==> src/rtl/cfg_stream_loader.sv <==
// Streams configuration words LSB-first into the serial CRAM chain and
// assembles the bits returning from the chain into readback words.
//
// state | meaning
// IDLE  | no load since reset or abort; waiting for start
// FETCH | load active, waiting for the next word on the stream
// SHIFT | one chain bit per cycle from sreg_q
// DONE  | all CHAIN_LEN bits shifted; waiting for start
module cfg_stream_loader #(
  parameter int WORD_WIDTH = 8,
  parameter int CHAIN_LEN  = 1024,
  parameter int CNT_W      = $clog2(CHAIN_LEN + 1)
) (
  input  logic                  clk,
  input  logic                  rst,
  input  logic                  start,
  input  logic                  abort,
  input  logic [WORD_WIDTH-1:0] s_data,
  input  logic                  s_valid,
  output logic                  s_ready,
  output logic                  cfg_en,
  output logic                  cfg_bit,
  input  logic                  cfg_ret,
  output logic [WORD_WIDTH-1:0] rb_word,
  output logic                  rb_valid,
  output logic                  busy,
  output logic                  done,
  output logic                  aborted,
  output logic                  fabric_hold
);

  localparam int IDX_W = (WORD_WIDTH > 1) ? $clog2(WORD_WIDTH) : 1;
  localparam logic [IDX_W-1:0] LAST_IDX = IDX_W'(WORD_WIDTH - 1);
  localparam logic [CNT_W-1:0] LAST_BIT = CNT_W'(CHAIN_LEN - 1);

  typedef enum logic [1:0] {IDLE, FETCH, SHIFT, DONE} state_t;

  state_t                state_q, state_d;
  logic [WORD_WIDTH-1:0] sreg_q, sreg_d;
  logic [WORD_WIDTH-1:0] rb_shift_q, rb_shift_d;
  logic [WORD_WIDTH-1:0] rb_word_q, rb_word_d;
  logic [IDX_W-1:0]      bit_idx_q, bit_idx_d;
  logic [CNT_W-1:0]      bits_sent_q, bits_sent_d;
  logic                  rb_valid_q, rb_valid_d;
  logic                  busy_q, busy_d;
  logic                  done_q, done_d;
  logic                  aborted_q, aborted_d;

  logic                  word_end;
  logic                  chain_end;
  logic [WORD_WIDTH-1:0] rb_cur;

  always_ff @(posedge clk) begin
    if (rst) begin
      state_q     <= IDLE;
      sreg_q      <= '0;
      rb_shift_q  <= '0;
      rb_word_q   <= '0;
      bit_idx_q   <= '0;
      bits_sent_q <= '0;
      rb_valid_q  <= 1'b0;
      busy_q      <= 1'b0;
      done_q      <= 1'b0;
      aborted_q   <= 1'b0;
    end else begin
      state_q     <= state_d;
      sreg_q      <= sreg_d;
      rb_shift_q  <= rb_shift_d;
      rb_word_q   <= rb_word_d;
      bit_idx_q   <= bit_idx_d;
      bits_sent_q <= bits_sent_d;
      rb_valid_q  <= rb_valid_d;
      busy_q      <= busy_d;
      done_q      <= done_d;
      aborted_q   <= aborted_d;
    end
  end

  always_comb begin
    state_d     = state_q;
    sreg_d      = sreg_q;
    rb_shift_d  = rb_shift_q;
    rb_word_d   = rb_word_q;
    bit_idx_d   = bit_idx_q;
    bits_sent_d = bits_sent_q;
    rb_valid_d  = 1'b0;
    busy_d      = busy_q;
    done_d      = done_q;
    aborted_d   = aborted_q;
    s_ready     = 1'b0;

    // Chain enable is decoded from state only so abort never glitches it.
    cfg_en    = (state_q == SHIFT);
    cfg_bit   = (state_q == SHIFT) ? sreg_q[bit_idx_q] : 1'b0;
    word_end  = (bit_idx_q == LAST_IDX);
    chain_end = (bits_sent_q == LAST_BIT);
    rb_cur            = rb_shift_q;
    rb_cur[bit_idx_q] = cfg_ret;

    case (state_q)
      IDLE, DONE: begin
        if (start) begin
          state_d     = FETCH;
          done_d      = 1'b0;
          aborted_d   = 1'b0;
          bits_sent_d = '0;
          bit_idx_d   = '0;
          rb_shift_d  = '0;
          busy_d      = 1'b1;
        end
      end
      FETCH: begin
        if (abort) begin
          state_d   = IDLE;
          busy_d    = 1'b0;
          aborted_d = 1'b1;
          done_d    = 1'b0;
        end else begin
          s_ready = 1'b1;
          if (s_valid) begin
            sreg_d    = s_data;
            bit_idx_d = '0;
            state_d   = SHIFT;
          end
        end
      end
      SHIFT: begin
        if (abort) begin
          state_d   = IDLE;
          busy_d    = 1'b0;
          aborted_d = 1'b1;
          done_d    = 1'b0;
        end else begin
          bits_sent_d = bits_sent_q + CNT_W'(1);
          bit_idx_d   = bit_idx_q + IDX_W'(1);
          if (chain_end) begin
            // Bits above bit_idx_q are still zero from the last clear.
            state_d    = DONE;
            done_d     = 1'b1;
            busy_d     = 1'b0;
            rb_word_d  = rb_cur;
            rb_valid_d = 1'b1;
            rb_shift_d = '0;
          end else if (word_end) begin
            rb_word_d  = rb_cur;
            rb_valid_d = 1'b1;
            rb_shift_d = '0;
            bit_idx_d  = '0;
            s_ready    = 1'b1;
            if (s_valid) begin
              sreg_d = s_data;
            end else begin
              state_d = FETCH;
            end
          end else begin
            rb_shift_d = rb_cur;
          end
        end
      end
      default: state_d = IDLE;
    endcase
  end

  assign rb_word     = rb_word_q;
  assign rb_valid    = rb_valid_q;
  assign busy        = busy_q;
  assign done        = done_q;
  assign aborted     = aborted_q;
  assign fabric_hold = busy_q;

endmodule

==> config.mk <==
export PLATFORM = sky130hd
export DESIGN_NAME = cfg_stream_loader
export DESIGN_NICKNAME = d
export VERILOG_FILES = /design/src/rtl/cfg_stream_loader.sv
export SDC_FILE = /design/constraint.sdc
export NUM_CORES = 1
export LEC_CHECK = 0
export ABC_AREA = 1
export ABC_CLOCK_PERIOD_IN_PS = 3210
export BUFFER_PORTS_ARGS = -buffer_cell sky130_fd_sc_hd__buf_2
export CORE_AREA = 3 3 65 67
export DETAILED_ROUTE_END_ITERATION = 8
export DIE_AREA = 0 0 68 70
export PLACE_DENSITY = 0.87
export SLEW_MARGIN = 15
export SYNTH_ARGS = -nofsm -noshare
export SYNTH_HDL_FRONTEND = slang
export SYNTH_SLANG_ARGS = --single-unit
==> constraint.sdc <==
create_clock -name clk -period 3.21 [get_ports clk]
set_input_delay 0.642 -clock clk [delete_from_list [all_inputs] [get_ports clk]]
set_output_delay 0.642 -clock clk [all_outputs]
set_load 0.005 [all_outputs]
==> results of run 1 <==
[power groups by stage]
stage	Sequential, mW	Combinational (mW)	Clock [mW]
after global routing	0.646	0.605	0.469
final	0.638	0.533	0.438
after floorplan	0.647	0.439	0
after global placement	0.647	0.520	0
after detailed placement	0.651	0.523	0
after CTS	0.639	0.531	0.445
[sequential cells by signal, summed over array words and instances (netlist names)]
signal / count
rb_shift_q: 8
busy: 1
rb_valid: 1
done: 1
bit_idx_q: 3
sreg_q: 8
bits_sent_q: 11
aborted: 1
rb_word: 8
state_q: 2
[metal layers]
metal  up-vias  part of all wire  track usage
met5         -                 0            0
met4         0             0.026        0.104
met3        10             0.053       0.0563
met2        45              0.44        0.318
met1       893              0.48        0.273
li1       1095                 -            -
[critical path, delay by kind of cell, from the launching register on]
kind / cells / cell delay (ps)
buffers and inverters: 3 / 310
adder cells (fa/ha/maj): 1 / 360
AND/OR/NAND/NOR: 2 / 280
flip-flops: 1 / 330
AO/OA/AOI/OAI: 1 / 130
[area by class of cell]
type,count,area [um2]
clock inverters,3,46.3
well taps,48,60.1
repair buffers,30,153
fillers,325,1190
multi-input cells,231,1130
clock buffers,5,68.8
flip-flops and latches,44,881
inverters,42,163
[cell usage after synthesis (2+ instances only)]
master    instances  area [um2]
nand3_1          16        80.1
ha_1              5        62.6
buf_6             2        22.5
nand2_4           3        33.8
a21oi_1          32         160
nand4_1           6        37.5
o21ai_0          16        80.1
nand2_2           3        18.8
clkbuf_1          3        11.3
nor3_1            2        10.0
dfxtp_1          44         881
nor2_2            2        12.5
inv_2             3        11.3
nand2_1          94         353
a21oi_2           5        43.8
nand3_2           2        20.0
nor2_4            3        33.8
inv_1            38         143
o22ai_1           4        25.0
nor2_1           35         131
[kinds of logic (layout without fill, tap and decap cells)]
| family | Yosys count | after routing | synth area share |
|---|---|---|---|
| AND/OR/NAND/NOR | 169 | 169 | 0.340 |
| AO/OA/AOI/OAI | 57 | 57 | 0.139 |
| buffers and inverters | 50 | 80 | 0.0958 |
| flip-flops | 44 | 44 | 0.397 |
| adder cells (fa/ha/maj) | 5 | 5 | 0.0282 |
[how the worst min path moves through the flow]
stage	end	startpoint	cells past startpoint	slack, ps
after CTS	bits_sent_q[9]	bits_sent_q[9]	2	450
after global routing	done	done	2	480
after floorplan	bits_sent_q[9]	bits_sent_q[9]	2	430
final	bits_sent_q[9]	bits_sent_q[9]	2	450
after detailed placement	bits_sent_q[9]	bits_sent_q[9]	2	430
after global placement	bits_sent_q[9]	bits_sent_q[9]	2	430
==> flow_metrics.env, run 1 <==
export IMPL_status="completed"
export IMPL_grt_pass1_wl_um=7780
export IMPL_firstDrtPassIters=4
export IMPL_netlist_area_mm2=0.00222
export IMPL_seq_area_frac_synth=0.397
export IMPL_cpMaxStageDelayCell="ha_1"
export IMPL_syn_avg_cell_area_um2=6.83
export IMPL_comb_power_share=0.331
export IMPL_path_clk_slew_ps=80
export IMPL_relSlewSlack=0.637
export IMPL_final_common_cell="nand2_1"
export IMPL_die_h_um=70
export IMPL_crit_arrival_ps=1730
export IMPL_setup_viol=0
export IMPL_p_per_area_mw_per_mm2=644
export IMPL_p_clk_frac=0.272
export IMPL_skew_ps=5.43
export IMPL_synthArstFlopShare=0
export IMPL_post_cts_resized=0
export IMPL_grt_usage=0.211
export IMPL_critPathLaunchType="flop"
export IMPL_routed_wl_um=4530
export IMPL_netlist_instances=325
export IMPL_cts_buffers=5
export IMPL_endpoint_kind="output pin"
export IMPL_dieArea_mm2=0.00476
export IMPL_synth_nets=344
export IMPL_final_cell_mix="nand2_1, dfxtp_1, inv_1"
export IMPL_dp_hpwl_um=3260
export IMPL_stdcell_area_mm2=0.00250
export IMPL_cts_setup_buffers=0
export IMPL_portBuffers=29
export IMPL_synth_cell_types=27
export IMPL_period_needed_ps=2370
export IMPL_antenna_found_initial=0
export IMPL_dp_cells=395
export IMPL_clockBufferDepth=2
export IMPL_slew_viol_final=0
export IMPL_finalHoldViolCount=0
export IMPL_seqPwrFrac=0.397
export IMPL_worst_ir_drop_vdd_mv=0.506
export IMPL_holdBufCountCts=0
export IMPL_syn_to_final_growth_pct=12.5
export IMPL_crit_end="s_ready"
export IMPL_synth_edf_count=0
export IMPL_fmax_ghz=0.422
export IMPL_cts_tree="done"
export IMPL_cts_sinks=44
export IMPL_grt_max_degree=25
export IMPL_rsz0062_at_grt="false"
export IMPL_start_util=0.602
export IMPL_setup_tns_ps=0
export IMPL_dpl_cell_area_mm2=0.00238
export IMPL_clk_latency_ps=310
export IMPL_critPathMaxStageDelay_ps=360
export IMPL_ys_warnings_count=0
export IMPL_grt_pass1_vias=1823
export IMPL_wl_per_cell_um=11.2
export IMPL_ys_flop_type="dfxtp_1"
export IMPL_switchingPower_uw=599
export IMPL_final_setup_worst_slack_ps=841
export IMPL_min_path_type="reg2reg"
export IMPL_worstMarginPinSlew_ps=539
export IMPL_internal_power_mw=1.01
export IMPL_r2r_end="bits_sent_q[3]"
export IMPL_drt_iter0_markers=129
export IMPL_drive_above_1_share=0.172
export IMPL_fin_nets=373
export IMPL_htreeDepth=2
export IMPL_final_cells=403
export IMPL_core_mm2=0.00369
export IMPL_total_power_mw=1.61
export IMPL_finalCritPeriodShare=0.738
export IMPL_synth_seq_cells=44
export IMPL_path_class="reg2out"
export IMPL_cp_startpoint="state_q[0]"
export IMPL_drc_errors=0
export IMPL_diodes=0
export IMPL_max_cap_violations=0
export IMPL_preCtsSetupSlack_ps=1170
export IMPL_crit_required_ps=2570
export IMPL_rr_worst_depth=7
export IMPL_root_buffer="clkbuf_8"
export IMPL_fp_dieW_um=68
export IMPL_reg2reg_slack_ps=1300
export IMPL_rows=22
export IMPL_final_core_util=0.677
export IMPL_postRouteAntennaNets=0
export IMPL_whs_ps=448
export IMPL_leakagePower_nw=1.08
export IMPL_via_count=2043
export IMPL_place_gp_congestion=0.884
export IMPL_reg2reg_from="state_q[0]"
export IMPL_grt_ovfl_total=0
export IMPL_critPathMostFrequentCell="nand2_1"
export IMPL_p_sw_frac=0.372
export IMPL_ios=30
export IMPL_crit_fanout=10
export IMPL_via_per_inst=5.07
export IMPL_cp_cell_sequence="inv_1, ha_1, nand2_1, inv_2, nand2_1, a21oi_1, buf_2"
Note: power is estimated with default switching activity, not from simulation.
==> run 2, diff against run 1 <==
--- a/config.mk
+++ b/config.mk
@@ -6,12 +6,12 @@
 export NUM_CORES = 1
 export LEC_CHECK = 0
 export ABC_AREA = 1
-export ABC_CLOCK_PERIOD_IN_PS = 3210
+export ABC_CLOCK_PERIOD_IN_PS = 2000
 export BUFFER_PORTS_ARGS = -buffer_cell sky130_fd_sc_hd__buf_2
-export CORE_AREA = 3 3 65 67
+export CORE_AREA = 3 3 70 72
 export DETAILED_ROUTE_END_ITERATION = 8
-export DIE_AREA = 0 0 68 70
-export PLACE_DENSITY = 0.87
+export DIE_AREA = 0 0 73 75
+export PLACE_DENSITY = 0.8
 export SLEW_MARGIN = 15
 export SYNTH_ARGS = -nofsm -noshare
 export SYNTH_HDL_FRONTEND = slang
==> constraint.sdc (replaced) <==
create_clock -name clk -period 2 [get_ports clk]
set_input_delay 0.4 -clock clk [delete_from_list [all_inputs] [get_ports clk]]
set_output_delay 0.4 -clock clk [all_outputs]
set_load 0.005 [all_outputs]
==> run 2 against run 1 <==
  * Clock-buffer cell count increased by 1
  * Die area increased by 15%
  * Flip-flop and latch count unchanged
  * Non-clock buffer count is 4 higher
  * Global-route usage down 2.4 points
  * Sequential power grew 61%
  * Utilization decreased by 8.9 points
  * Via count is 2.1% higher
  * Clock power grew 67%
  * Critical endpoint is now cfg_bit
==> flow_metrics.env, run 2 (synthesis gave the netlist of run 1 again) <==
export IMPL_final_cell_mix="nand2_1, dfxtp_1, inv_1"
export IMPL_postRouteAntennaNets=0
export IMPL_syn_to_final_growth_pct=15.4
export IMPL_diodes=0
export IMPL_drt_iter0_markers=110
export IMPL_grt_max_degree=25
export IMPL_place_gp_congestion=0.807
export IMPL_antenna_found_initial=0
export IMPL_grt_ovfl_total=0
export IMPL_min_path_type="in2reg"
export IMPL_fmax_ghz=0.534
export IMPL_critPathLaunchType="flop"
export IMPL_portBuffers=29
export IMPL_crit_arrival_ps=1470
export IMPL_fin_nets=377
export IMPL_htreeDepth=2
export IMPL_largest_register_ffs=11
export IMPL_die_h_um=75
export IMPL_crit_required_ps=1600
export IMPL_total_power_mw=2.65
export IMPL_p_clk_frac=0.275
export IMPL_p_per_area_mw_per_mm2=1040
export IMPL_period_needed_ps=1870
export IMPL_seqPwrFrac=0.387
export IMPL_path_class="reg2out"
export IMPL_root_buffer="clkbuf_8"
export IMPL_slew_viol_final=0
export IMPL_ios=30
export IMPL_hp_start="s_data[5]"
export IMPL_worstMarginPinSlew_ps=330
export IMPL_cts_buffers=5
export IMPL_clk_latency_ps=300
export IMPL_firstDrtPassIters=4
export IMPL_reg2reg_from="state_q[0]"
export IMPL_grt_pass1_wl_um=8140
export IMPL_worst_ir_drop_vdd_mv=0.541
export IMPL_clockBufferDepth=2
export IMPL_leakagePower_nw=1.11
export IMPL_relSlewSlack=0.778
export IMPL_core_mm2=0.00435
export IMPL_endpoint_kind="output pin"
export IMPL_drc_errors=0
export IMPL_status="completed"
export IMPL_routed_wl_um=4910
export IMPL_cts_sinks=44
export IMPL_wl_per_cell_um=12.0
export IMPL_switchingPower_uw=971
export IMPL_crit_fanout=8
export IMPL_dieArea_mm2=0.00548
export IMPL_p_sw_frac=0.366
export IMPL_path_clk_slew_ps=90
export IMPL_comb_power_share=0.338
export IMPL_grt_usage=0.187
export IMPL_finalHoldViolCount=0
export IMPL_via_count=2086
export IMPL_final_common_cell="nand2_1"
export IMPL_top_register="bits_sent_q"
export IMPL_rows=24
export IMPL_dp_hpwl_um=3500
export IMPL_via_per_inst=5.08
export IMPL_holdBufCountCts=0
export IMPL_max_cap_violations=0
export IMPL_stdcell_area_mm2=0.00256
export IMPL_internal_power_mw=1.68
export IMPL_cts_tree="done"
export IMPL_grt_pass1_vias=1906
export IMPL_skew_ps=7.48
export IMPL_drive_above_1_share=0.198
export IMPL_fp_dieW_um=73
export IMPL_dpl_cell_area_mm2=0.00241
export IMPL_finalCritPeriodShare=0.936
export IMPL_cp_startpoint="bit_idx_q[2]"
export IMPL_setup_viol=0
export IMPL_start_util=0.510
## run 2: changes by cell type in the layout (fill, tap and decap cells not counted), sizes merged
cell      change
inv           -1
clkbuf        +1
clkinvlp      -1
clkinv        +1
buf           +4
## run 2: through the flow
stage / instances / hold slack, ps / worst slack (ps) / utilization / setup TNS (ps)
finish: 411 / 314 / 128 / 0.589 / 0
floorplan: 325 / 425 / 435 / - / 0
detailed placement: 402 / 438 / 221 / 0.553 / 0
global route: 411 / 332 / -7.96 / 0.589 / -7.96
CTS: 410 / 312 / 2.32 / 0.583 / 0
global placement: 402 / 436 / 294 / 0.553 / 0
## run 2: routing by layer
| metal | global-route usage | vias to the layer above | part of all wire |
|---|---|---|---|
| met1 | 0.227 | 942 | 0.46 |
| met2 | 0.333 | 40 | 0.48 |
| li1 | - | 1098 | - |
| met3 | 0.0454 | 6 | 0.046 |
| met5 | 0 | - | 0 |
| met4 | 0.0492 | 0 | 0.0096 |
## run 2: what timing repair did
action                                  in CTS  in global routing
buffers inserted                             0                  1
gates resized for setup                      1                  7
endpoints found under the setup margin       1                  2
## run 2: worst paths after layout
check | endpoint | slack (ps) | cells past startpoint
worst min register to register | bits_sent_q[9] | 450 | 2
worst max-delay path | cfg_bit | 130 | 5
worst max register to register | bits_sent_q[4] | 250 | 8
worst min-delay path | sreg_q[5] | 310 | 3
## run 2: power by group through the flow
stage / Combinational (mW) / Clock [mW] / Sequential (mW)
after global routing: 1.01 / 0.767 / 1.04
after global placement: 0.844 / 0 / 1.04
after floorplan: 0.705 / 0 / 1.04
after CTS: 0.871 / 0.739 / 1.02
final: 0.896 / 0.730 / 1.03
after detailed placement: 0.863 / 0 / 1.04
## run 2: final cells by class
cell class                 count  area (um2)
sequential                    44         885
inverter                      42         163
clock inverter                 2        38.8
tap                           52        65.1
clock buffer                   6        82.6
timing repair buffer          34         183
multi-input combinational    231        1150
fill                         409        1790
## run 2: worst max-delay path, cell delays in order (launching register included)
cell,delay (ps)
dfxtp_1,470
nand3_1,180
o22ai_1,190
nor2_1,80
a21oi_1,120
buf_2,130
